[config.mk]
export PLATFORM = sky130hd
export DESIGN_NAME = dmem_wb_ctrl_flat
export DESIGN_NICKNAME = d
export VERILOG_FILES = /design/src/rtl/dmem_wb_pkg.sv /design/src/rtl/dmem_wb_ctrl_if.sv /design/src/rtl/dmem_timeout_ctr.sv /design/src/rtl/dmem_wb_ctrl.sv /design/src/flat_wrapper.sv
export SDC_FILE = /design/constraint.sdc
export NUM_CORES = 1
export LEC_CHECK = 0
export BUFFER_PORTS_ARGS = -buffer_cell sky130_fd_sc_hd__buf_2
export CAP_MARGIN = 10
export CORE_AREA = 2 2 110 112
export CTS_CLUSTER_DIAMETER = 200
export CTS_CLUSTER_SIZE = 8
export DETAILED_ROUTE_END_ITERATION = 16
export DIE_AREA = 0 0 112 114
export HOLD_SLACK_MARGIN = 0.06
export PLACE_DENSITY = 0.89
export SLEW_MARGIN = 20
export SYNTH_ARGS = -nofsm -noshare
export SYNTH_HDL_FRONTEND = slang
export SYNTH_SLANG_ARGS = --single-unit
[constraint.sdc]
create_clock -name clk -period 1.9 [get_ports clk]
set_input_delay 0.38 -clock clk [delete_from_list [all_inputs] [get_ports clk]]
set_output_delay 0.38 -clock clk [all_outputs]
set_load 0.02 [all_outputs]
[src/rtl/dmem_wb_pkg.sv]
// dmem_wb_pkg: shared types and constants for the MEM/WB data-memory controller
package dmem_wb_pkg;
  localparam int DMEM_AWIDTH = 32;
  localparam int DMEM_RWIDTH = 5;
  localparam logic WB_SEL_ALU = 1'b0;
  localparam logic WB_SEL_MEM = 1'b1;
  typedef enum logic [1:0] {OP_ALU = 2'd0, OP_LOAD = 2'd1, OP_STORE = 2'd2, OP_NOP = 2'd3} op_kind_t;
  typedef enum logic [1:0] {IDLE = 2'd0, MEM_WAIT = 2'd1, WB = 2'd2} st_t;
endpackage

[src/rtl/dmem_wb_ctrl_if.sv]
// dmem_wb_ctrl_if: op, data-memory and write-back signals of the MEM/WB controller
interface dmem_wb_ctrl_if
  import dmem_wb_pkg::*;
#(
  parameter int AWIDTH = DMEM_AWIDTH,
  parameter int RWIDTH = DMEM_RWIDTH
);
  logic op_valid;
  logic op_ready;
  op_kind_t op_kind;
  logic [AWIDTH-1:0] op_addr;
  logic [AWIDTH-1:0] op_wdata;
  logic [RWIDTH-1:0] op_rd;
  logic mem_req;
  logic mem_we;
  logic [AWIDTH-1:0] mem_addr;
  logic [AWIDTH-1:0] mem_wdata;
  logic [AWIDTH-1:0] mem_rdata;
  logic mem_ready;
  logic MS2;
  logic [AWIDTH-1:0] WD;
  logic wb_valid;
  logic [RWIDTH-1:0] wb_rd;
  logic mem_err;
  modport master (
    input op_valid, op_kind, op_addr, op_wdata, op_rd, mem_rdata, mem_ready,
    output op_ready, mem_req, mem_we, mem_addr, mem_wdata, MS2, WD, wb_valid, wb_rd, mem_err
  );
  modport slave (
    output op_valid, op_kind, op_addr, op_wdata, op_rd, mem_rdata, mem_ready,
    input op_ready, mem_req, mem_we, mem_addr, mem_wdata, MS2, WD, wb_valid, wb_rd, mem_err
  );
endinterface

[src/rtl/dmem_timeout_ctr.sv]
// dmem_timeout_ctr: counts memory wait cycles and flags when the abort limit is reached
module dmem_timeout_ctr #(
  parameter int TIMEOUT_CYCLES = 16
) (
  input logic clk,
  input logic rst,
  input logic clear,
  input logic enable,
  output logic expired
);
  localparam int W = $clog2(TIMEOUT_CYCLES + 1);
  logic [W-1:0] cnt;
  assign expired = cnt == W'(TIMEOUT_CYCLES - 1);
  always_ff @(posedge clk) begin
    if (rst || clear) cnt <= '0;
    else if (enable && !expired) cnt <= cnt + 1'b1;
  end
endmodule

[src/rtl/dmem_wb_ctrl.sv]
// dmem_wb_ctrl: MEM/WB data-memory sequencer and write-back select (DMEM_TIMEOUT_EN adds wait abort)
module dmem_wb_ctrl
  import dmem_wb_pkg::*;
#(
`ifdef DMEM_TIMEOUT_EN
  parameter int TIMEOUT_CYCLES = 16,
`endif
  parameter int AWIDTH = DMEM_AWIDTH,
  parameter int RWIDTH = DMEM_RWIDTH
) (
  input logic clk,
  input logic rst,
  dmem_wb_ctrl_if.master bus
);
  st_t st;
  logic [AWIDTH-1:0] addr_q;
  logic [AWIDTH-1:0] rdata_q;
  logic [RWIDTH-1:0] rd_q;
  logic accept;
  logic is_mem;
  logic expired;
  assign bus.op_ready = (st == IDLE) || (st == WB);
  assign accept = bus.op_valid && bus.op_ready;
  assign is_mem = (bus.op_kind == OP_LOAD) || (bus.op_kind == OP_STORE);
  assign bus.WD = bus.MS2 ? rdata_q : addr_q;
`ifdef DMEM_TIMEOUT_EN
  dmem_timeout_ctr #(.TIMEOUT_CYCLES(TIMEOUT_CYCLES)) u_timeout (
    .clk(clk),
    .rst(rst),
    .clear(accept && is_mem),
    .enable(st == MEM_WAIT && !bus.mem_ready),
    .expired(expired)
  );
`else
  assign expired = 1'b0;
`endif
  // addr_q/rdata_q only change on the edge that enters WB, so WD holds between write-backs
  always_ff @(posedge clk) begin
    if (rst) begin
      st <= IDLE;
      addr_q <= '0;
      rdata_q <= '0;
      rd_q <= '0;
      bus.mem_req <= 1'b0;
      bus.mem_we <= 1'b0;
      bus.mem_addr <= '0;
      bus.mem_wdata <= '0;
      bus.MS2 <= WB_SEL_ALU;
      bus.wb_valid <= 1'b0;
      bus.wb_rd <= '0;
      bus.mem_err <= 1'b0;
    end else begin
      bus.wb_valid <= 1'b0;
      bus.mem_err <= 1'b0;
      case (st)
        IDLE, WB: begin
          st <= IDLE;
          if (accept && bus.op_kind == OP_ALU) begin
            addr_q <= bus.op_addr;
            bus.wb_rd <= bus.op_rd;
            bus.MS2 <= WB_SEL_ALU;
            bus.wb_valid <= 1'b1;
            st <= WB;
          end else if (accept && is_mem) begin
            bus.mem_req <= 1'b1;
            bus.mem_we <= bus.op_kind == OP_STORE;
            bus.mem_addr <= bus.op_addr;
            bus.mem_wdata <= bus.op_kind == OP_STORE ? bus.op_wdata : bus.mem_wdata;
            rd_q <= bus.op_rd;
            st <= MEM_WAIT;
          end
        end
        MEM_WAIT: begin
          if (bus.mem_ready) begin
            bus.mem_req <= 1'b0;
            bus.mem_we <= 1'b0;
            st <= bus.mem_we ? IDLE : WB;
            if (!bus.mem_we) begin
              rdata_q <= bus.mem_rdata;
              bus.wb_rd <= rd_q;
              bus.MS2 <= WB_SEL_MEM;
              bus.wb_valid <= 1'b1;
            end
          end else if (expired) begin
            bus.mem_req <= 1'b0;
            bus.mem_we <= 1'b0;
            bus.mem_err <= 1'b1;
            st <= IDLE;
          end
        end
        default: st <= IDLE;
      endcase
    end
  end
endmodule

[src/flat_wrapper.sv]
// flat-port wrapper written by rule: the top's interface ports become plain ports
module dmem_wb_ctrl_flat import dmem_wb_pkg::*;
#(

  parameter int AWIDTH = DMEM_AWIDTH,
  parameter int RWIDTH = DMEM_RWIDTH
)
  (clk, rst, bus_op_valid, bus_op_kind, bus_op_addr, bus_op_wdata, bus_op_rd, bus_mem_rdata, bus_mem_ready, bus_op_ready, bus_mem_req, bus_mem_we, bus_mem_addr, bus_mem_wdata, bus_MS2, bus_WD, bus_wb_valid, bus_wb_rd, bus_mem_err);
  dmem_wb_ctrl_if #(.AWIDTH(AWIDTH), .RWIDTH(RWIDTH)) bus_i ();
  input logic clk;
  input logic rst;
  input wire logic [$bits(bus_i.op_valid)-1:0] bus_op_valid;
  input wire logic [$bits(bus_i.op_kind)-1:0] bus_op_kind;
  input wire logic [$bits(bus_i.op_addr)-1:0] bus_op_addr;
  input wire logic [$bits(bus_i.op_wdata)-1:0] bus_op_wdata;
  input wire logic [$bits(bus_i.op_rd)-1:0] bus_op_rd;
  input wire logic [$bits(bus_i.mem_rdata)-1:0] bus_mem_rdata;
  input wire logic [$bits(bus_i.mem_ready)-1:0] bus_mem_ready;
  output wire logic [$bits(bus_i.op_ready)-1:0] bus_op_ready;
  output wire logic [$bits(bus_i.mem_req)-1:0] bus_mem_req;
  output wire logic [$bits(bus_i.mem_we)-1:0] bus_mem_we;
  output wire logic [$bits(bus_i.mem_addr)-1:0] bus_mem_addr;
  output wire logic [$bits(bus_i.mem_wdata)-1:0] bus_mem_wdata;
  output wire logic [$bits(bus_i.MS2)-1:0] bus_MS2;
  output wire logic [$bits(bus_i.WD)-1:0] bus_WD;
  output wire logic [$bits(bus_i.wb_valid)-1:0] bus_wb_valid;
  output wire logic [$bits(bus_i.wb_rd)-1:0] bus_wb_rd;
  output wire logic [$bits(bus_i.mem_err)-1:0] bus_mem_err;
  assign bus_i.op_valid = bus_op_valid;
  assign bus_i.op_kind = bus_op_kind;
  assign bus_i.op_addr = bus_op_addr;
  assign bus_i.op_wdata = bus_op_wdata;
  assign bus_i.op_rd = bus_op_rd;
  assign bus_i.mem_rdata = bus_mem_rdata;
  assign bus_i.mem_ready = bus_mem_ready;
  assign bus_op_ready = bus_i.op_ready;
  assign bus_mem_req = bus_i.mem_req;
  assign bus_mem_we = bus_i.mem_we;
  assign bus_mem_addr = bus_i.mem_addr;
  assign bus_mem_wdata = bus_i.mem_wdata;
  assign bus_MS2 = bus_i.MS2;
  assign bus_WD = bus_i.WD;
  assign bus_wb_valid = bus_i.wb_valid;
  assign bus_wb_rd = bus_i.wb_rd;
  assign bus_mem_err = bus_i.mem_err;
  dmem_wb_ctrl #(.AWIDTH(AWIDTH), .RWIDTH(RWIDTH)) u_core (.clk(clk), .rst(rst), .bus(bus_i));
endmodule
# [Word level (Yosys, flattened, before mapping)]
# Cells that the tools add are included.
[op_classes] n_eq_ne=9 n_mux=25 bitwise=2 n_reduce_logical=15
[ops] operator="$mux 32" count=1
[ops] operator="$mux 5" count=3
[ops] operator="$mux 1" count=12
[ops] operator="$reduce_and 4->1" count=3
[ops] operator="$pmux 5 s2" count=1
[ops] operator="$pmux 1 s2" count=4
[ops] operator="$mux 2" count=3
[ops] operator="$ne 2x2->1 const B" count=3
[ops] operator="$reduce_and 3->1" count=2
[ops] operator="$eq 2x1->1 const B" count=2
[ops] operator="$eq 2x2->1 const B" count=2
[ops] operator="$logic_not 2->1" count=2
[ops] operator="$ne 2x1->1 const B" count=2
[ops] operator="$pmux 2 s2" count=1
[ops] operator="$logic_and 1x1->1" count=3
[ops] operator="$logic_or 1x1->1" count=2
[ops] operator="$not 1->1" count=2
[ops] operator="$reduce_and 2->1" count=1
[ops] operator="$reduce_bool 2->1" count=1
[ops] operator="$reduce_or 2->1" count=1
[word_totals] ff_bits=144 in_bits=107 output_inout_bits=107 elab_cells=62

# [Depth between registers and ports, before layout]
[logic_depth] word_depth=7 ltp_mapped=7 ltp_nobuf=5

# [Least setup slack after synthesis]
# Ideal clock, no wire load.
[synth_path] path_kind="flip-flop to output port" startpoint="register u_core.bus.MS2" endpoint="output port bus_WD[0]" arrival_ns=1.282 required_time_ns=1.520 setup_slack_ns=0.238 path_stages_with_launch=4 n_path_buf=2 path_cell_list="dfxtp_1 > clkbuf_1 > buf_2 > mux2_2"
[synth_via] elab_chain_len=1
[synth_lines] item="from (decl)" line="dmem_wb_ctrl_if.sv:27" text="output op_ready, mem_req, mem_we, mem_addr, mem_wdata, MS2, WD, wb_valid, wb_rd, mem_err"
[synth_lines] item="from (signal assigned)" line="dmem_wb_ctrl.sv:48" text="bus.MS2 <= WB_SEL_ALU;"
[synth_lines] item="from (signal assigned)" line="dmem_wb_ctrl.sv:61" text="bus.MS2 <= WB_SEL_ALU;"
[synth_lines] item="from (signal assigned)" line="dmem_wb_ctrl.sv:81" text="bus.MS2 <= WB_SEL_MEM;"
[synth_lines] item="$mux 32" line="dmem_wb_ctrl.sv:25" text="assign bus.WD = bus.MS2 ? rdata_q : addr_q;"
[synth_lines] item="to (decl)" line="flat_wrapper.sv:25" text="output wire logic [$bits(bus_i.WD)-1:0] bus_WD;"
# Every way passes these cells.

# [Worst setup path after layout]
[layout_path] startpoint="register u_core.bus.MS2" endpoint="output port bus_WD[6]"
# The elaborated chain is that of the path after synthesis.

==> out/summary.txt <==
status - finished clean
Synth Instances - 680
drt first pass iters - 6
Placement Cell Area - 6800 sq um
final setup fails - 0
initial antenna violation count - 0
Total Wirelength - 15500 um
routed len/inst - 15.2 um
Via Count - 5404
P_leak - 3.20 nW
Max Slew Vio Count - 0
fraction of layout cells with a size suffix above 1 - 33.5%
Die X - 112 um
Crit path max-delay family - flip-flops
library cells used by synthesis - 23
VDD IR max - 0.647 mV
area delta synth->final - 32.3%
synth warn - 0
slowest CP cell - dfxtp_4
Final Hold Vio Count - 0
antenna diode count - 0
CP Cell Sequence - buf_12, mux2_2, buf_2
input/output buffers - 212
Clock Tree Root - clkbuf_16
worst reg-to-reg setup slack - 0.47 ns
CTS tree - yes
WP data required - 1.52 ns
Clock Skew - 0.00848 ns
Layout fillers - 996
dpl ws - 0.151 ns
clock sinks - 144
die area - 12800 sq um
Core Region - 11700 sq um
CTS max path bufs - 2
GR Overflow Total - 0
worst setup margin - 0.0384 ns
ANT nets after route - 0
capturing point of the worst reg2reg path - u_core.addr_q[22]
I/O pin total - 214
Crit path depth - 3
crit path time final - 1.86 ns
CP max stage delay - 0.38 ns
Final Cycle Share - 98.0%
Final Net Count - 976
drt first-iter violations - 347
Max Cap Viol - 0
Starting Density - 47.6%
placer congestion estimate - 0.791
vias in the first global route - 5314
cell count of the worst reg-to-reg path - 4
Synth Net Count - 789
Clk Latency, worst-skew pair - 0.41 ns
Storage cell area - 2890 sq um
reg2reg start - u_core.st[0]
RSZ-0062 raised after global routing - yes
number of CTS-inserted buffers - 17
CP max FO - 20
HPWL after detailed placement - 10400 um
hold crit path type - input pin to flip-flop
critical path class - flip-flop to primary output
Avg Vias per Cell - 5.28
sequential share of the synthesized area - 51.7%
syn_area_per_cell - 8.21 sq um
post-synthesis cell area - 5580 sq um
global-route wire length before repair - 25000 um
Final Cell Area - 7380 sq um
pin count of the biggest net entering global routing - 62
Worst-path clk slew - 0.06 ns
gr usage total - 24.3%
row cnt - 40
Worst Setup Start Kind - flip-flop
H-tree depth - 4
Critical Path Start - u_core.bus.MS2
Worst Setup EP - bus_WD[6]
chip height - 114 um
Fmax - 537 MHz
Yosys reg bits - 144
Multi-input gate area - 2420 sq um
WP data arrival - 1.48 ns
drt drc - 0
power per cell area - 960 nW/um^2
CP Buf/Inv Count - 2
critical path capture point type - primary output
tightest hold or removal path, delay by kind of cell:
| family | cells | cell delay, ns |
|---|---|---|
| and+or+nand+nor | 1 | 0.05 |
| buffers and inverters | 1 | 0.09 |
| AOI/OAI and AO/OA | 1 | 0.05 |
logic make-up (layout without fill, tap and decap cells):
kind of cell	Yosys count	after routing	synth area share [%]
other cells	1	1	0.0672
simple gates	255	255	18.9
flops	144	144	51.7
fa+ha+maj	2	2	0.448
buf+inv	65	262	5.34
mux	37	37	7.35
compound gates	176	176	16.2
registers in the layout, indices dropped and copies added, names as in the netlist:
signal and cells:
u_core.addr_q 32, u_core.bus.MS2 1, u_core.bus.mem_addr 32, u_core.bus.mem_req 1, u_core.bus.mem_wdata 32, u_core.bus.mem_we 1, u_core.bus.wb_rd 5, u_core.bus.wb_valid 1
u_core.rd_q 5, u_core.rdata_q 32, u_core.st 2
through the flow:
stage	util, %	setup TNS, ns	cells	hold slack (ns)	total power [mW]
2_1_floorplan	-	0	680	0.433	3.69
4_1_cts	63.0	0	1024	0.194	7.14
5_1_grt	63.0	-0.191	1024	0.193	7.36
3_5_place_dp	58.1	0	994	0.444	4.03
6_report	63.0	0	1024	0.210	7.09
3_3_place_gp	58.1	0	994	0.439	4.01
where the power goes:
part	internal, mW	switching [mW]
sequential	3.13	0.0563
combinational	0.306	0.477
clock	1.94	1.17
total	5.38	1.71
cells in the final DEF (no fill, tap or decap), drive strengths merged, types with 5 or more instances in the layout:
master / Yosys / routed
buf: 29 / 229
nand2: 204 / 204
dfxtp: 144 / 144
a21oi: 136 / 136
nand3: 33 / 33
mux2: 32 / 32
o21ai: 32 / 32
clkbuf: 32 / 23
mux2i: 5 / 5
nor3: 5 / 5
a211oi: 5 / 5
how the worst min path moves through the flow:
| stage | startpoint | depth (start not counted) | slack, ns | end |
|---|---|---|---|---|
| floorplan | u_core.rdata_q[0] | 2 | 0.43 | u_core.rdata_q[0] |
| global placement | u_core.rdata_q[11] | 2 | 0.44 | u_core.rdata_q[11] |
| detailed placement | u_core.addr_q[27] | 2 | 0.44 | u_core.addr_q[27] |
| CTS | bus_mem_rdata[8] | 3 | 0.19 | u_core.rdata_q[8] |
| global route | bus_op_wdata[25] | 3 | 0.19 | u_core.bus.mem_wdata[25] |
| finish | bus_mem_rdata[25] | 3 | 0.21 | u_core.rdata_q[25] |
area by class of cell:
cell class                 count  share of cell area [%]
tap                          147                    2.49
multi-input combinational    471                    32.8
timing repair buffer         229                    17.9
sequential                   144                    39.1
inverter                       4                   0.203
clock buffer                  23                    6.74
clock inverter                 6                   0.780
synth_stat cells:
| cell type | instances | area share [%] |
|---|---|---|
| buf_4 | 7 | 0.94 |
| and4bb_1 | 2 | 0.45 |
| a211oi_1 | 5 | 0.67 |
| nand2b_1 | 3 | 0.34 |
| and3b_1 | 1 | 0.16 |
| clkbuf_1 | 32 | 2.2 |
| nand4bb_1 | 2 | 0.40 |
| nand3_1 | 33 | 3.0 |
| nor2_1 | 3 | 0.20 |
| a21oi_1 | 136 | 12 |
| dfxtp_1 | 144 | 52 |
| o21a_1 | 1 | 0.13 |
| mux2i_1 | 5 | 0.90 |
| conb_1 | 1 | 0.067 |
| o21ai_0 | 32 | 2.9 |
| inv_1 | 4 | 0.27 |
| nor3_1 | 5 | 0.45 |
| nand3b_1 | 2 | 0.27 |
| a221oi_1 | 2 | 0.31 |
| mux2_2 | 32 | 6.5 |
| nand2_1 | 204 | 14 |
| buf_2 | 22 | 2.0 |
| ha_1 | 2 | 0.45 |
per-layer routing:
layer | global-route usage [%] | vias to the layer above | wire length, um
met5 | 0 | - | 0
met4 | 8.46 | 0 | 323
met3 | 8.50 | 27 | 1170
met1 | 28.3 | 2509 | 6470
met2 | 41.7 | 219 | 7590
li1 | - | 2649 | -
what timing repair did:
action / in CTS / in global routing
setup buffers: 1 / 0
gates resized for setup: 1 / 2
pin swaps: 0 / 0
hold buffers: 0 / 0
setup endpoints to repair: 24 / 17
Note: power is estimated with default switching activity, not from simulation.
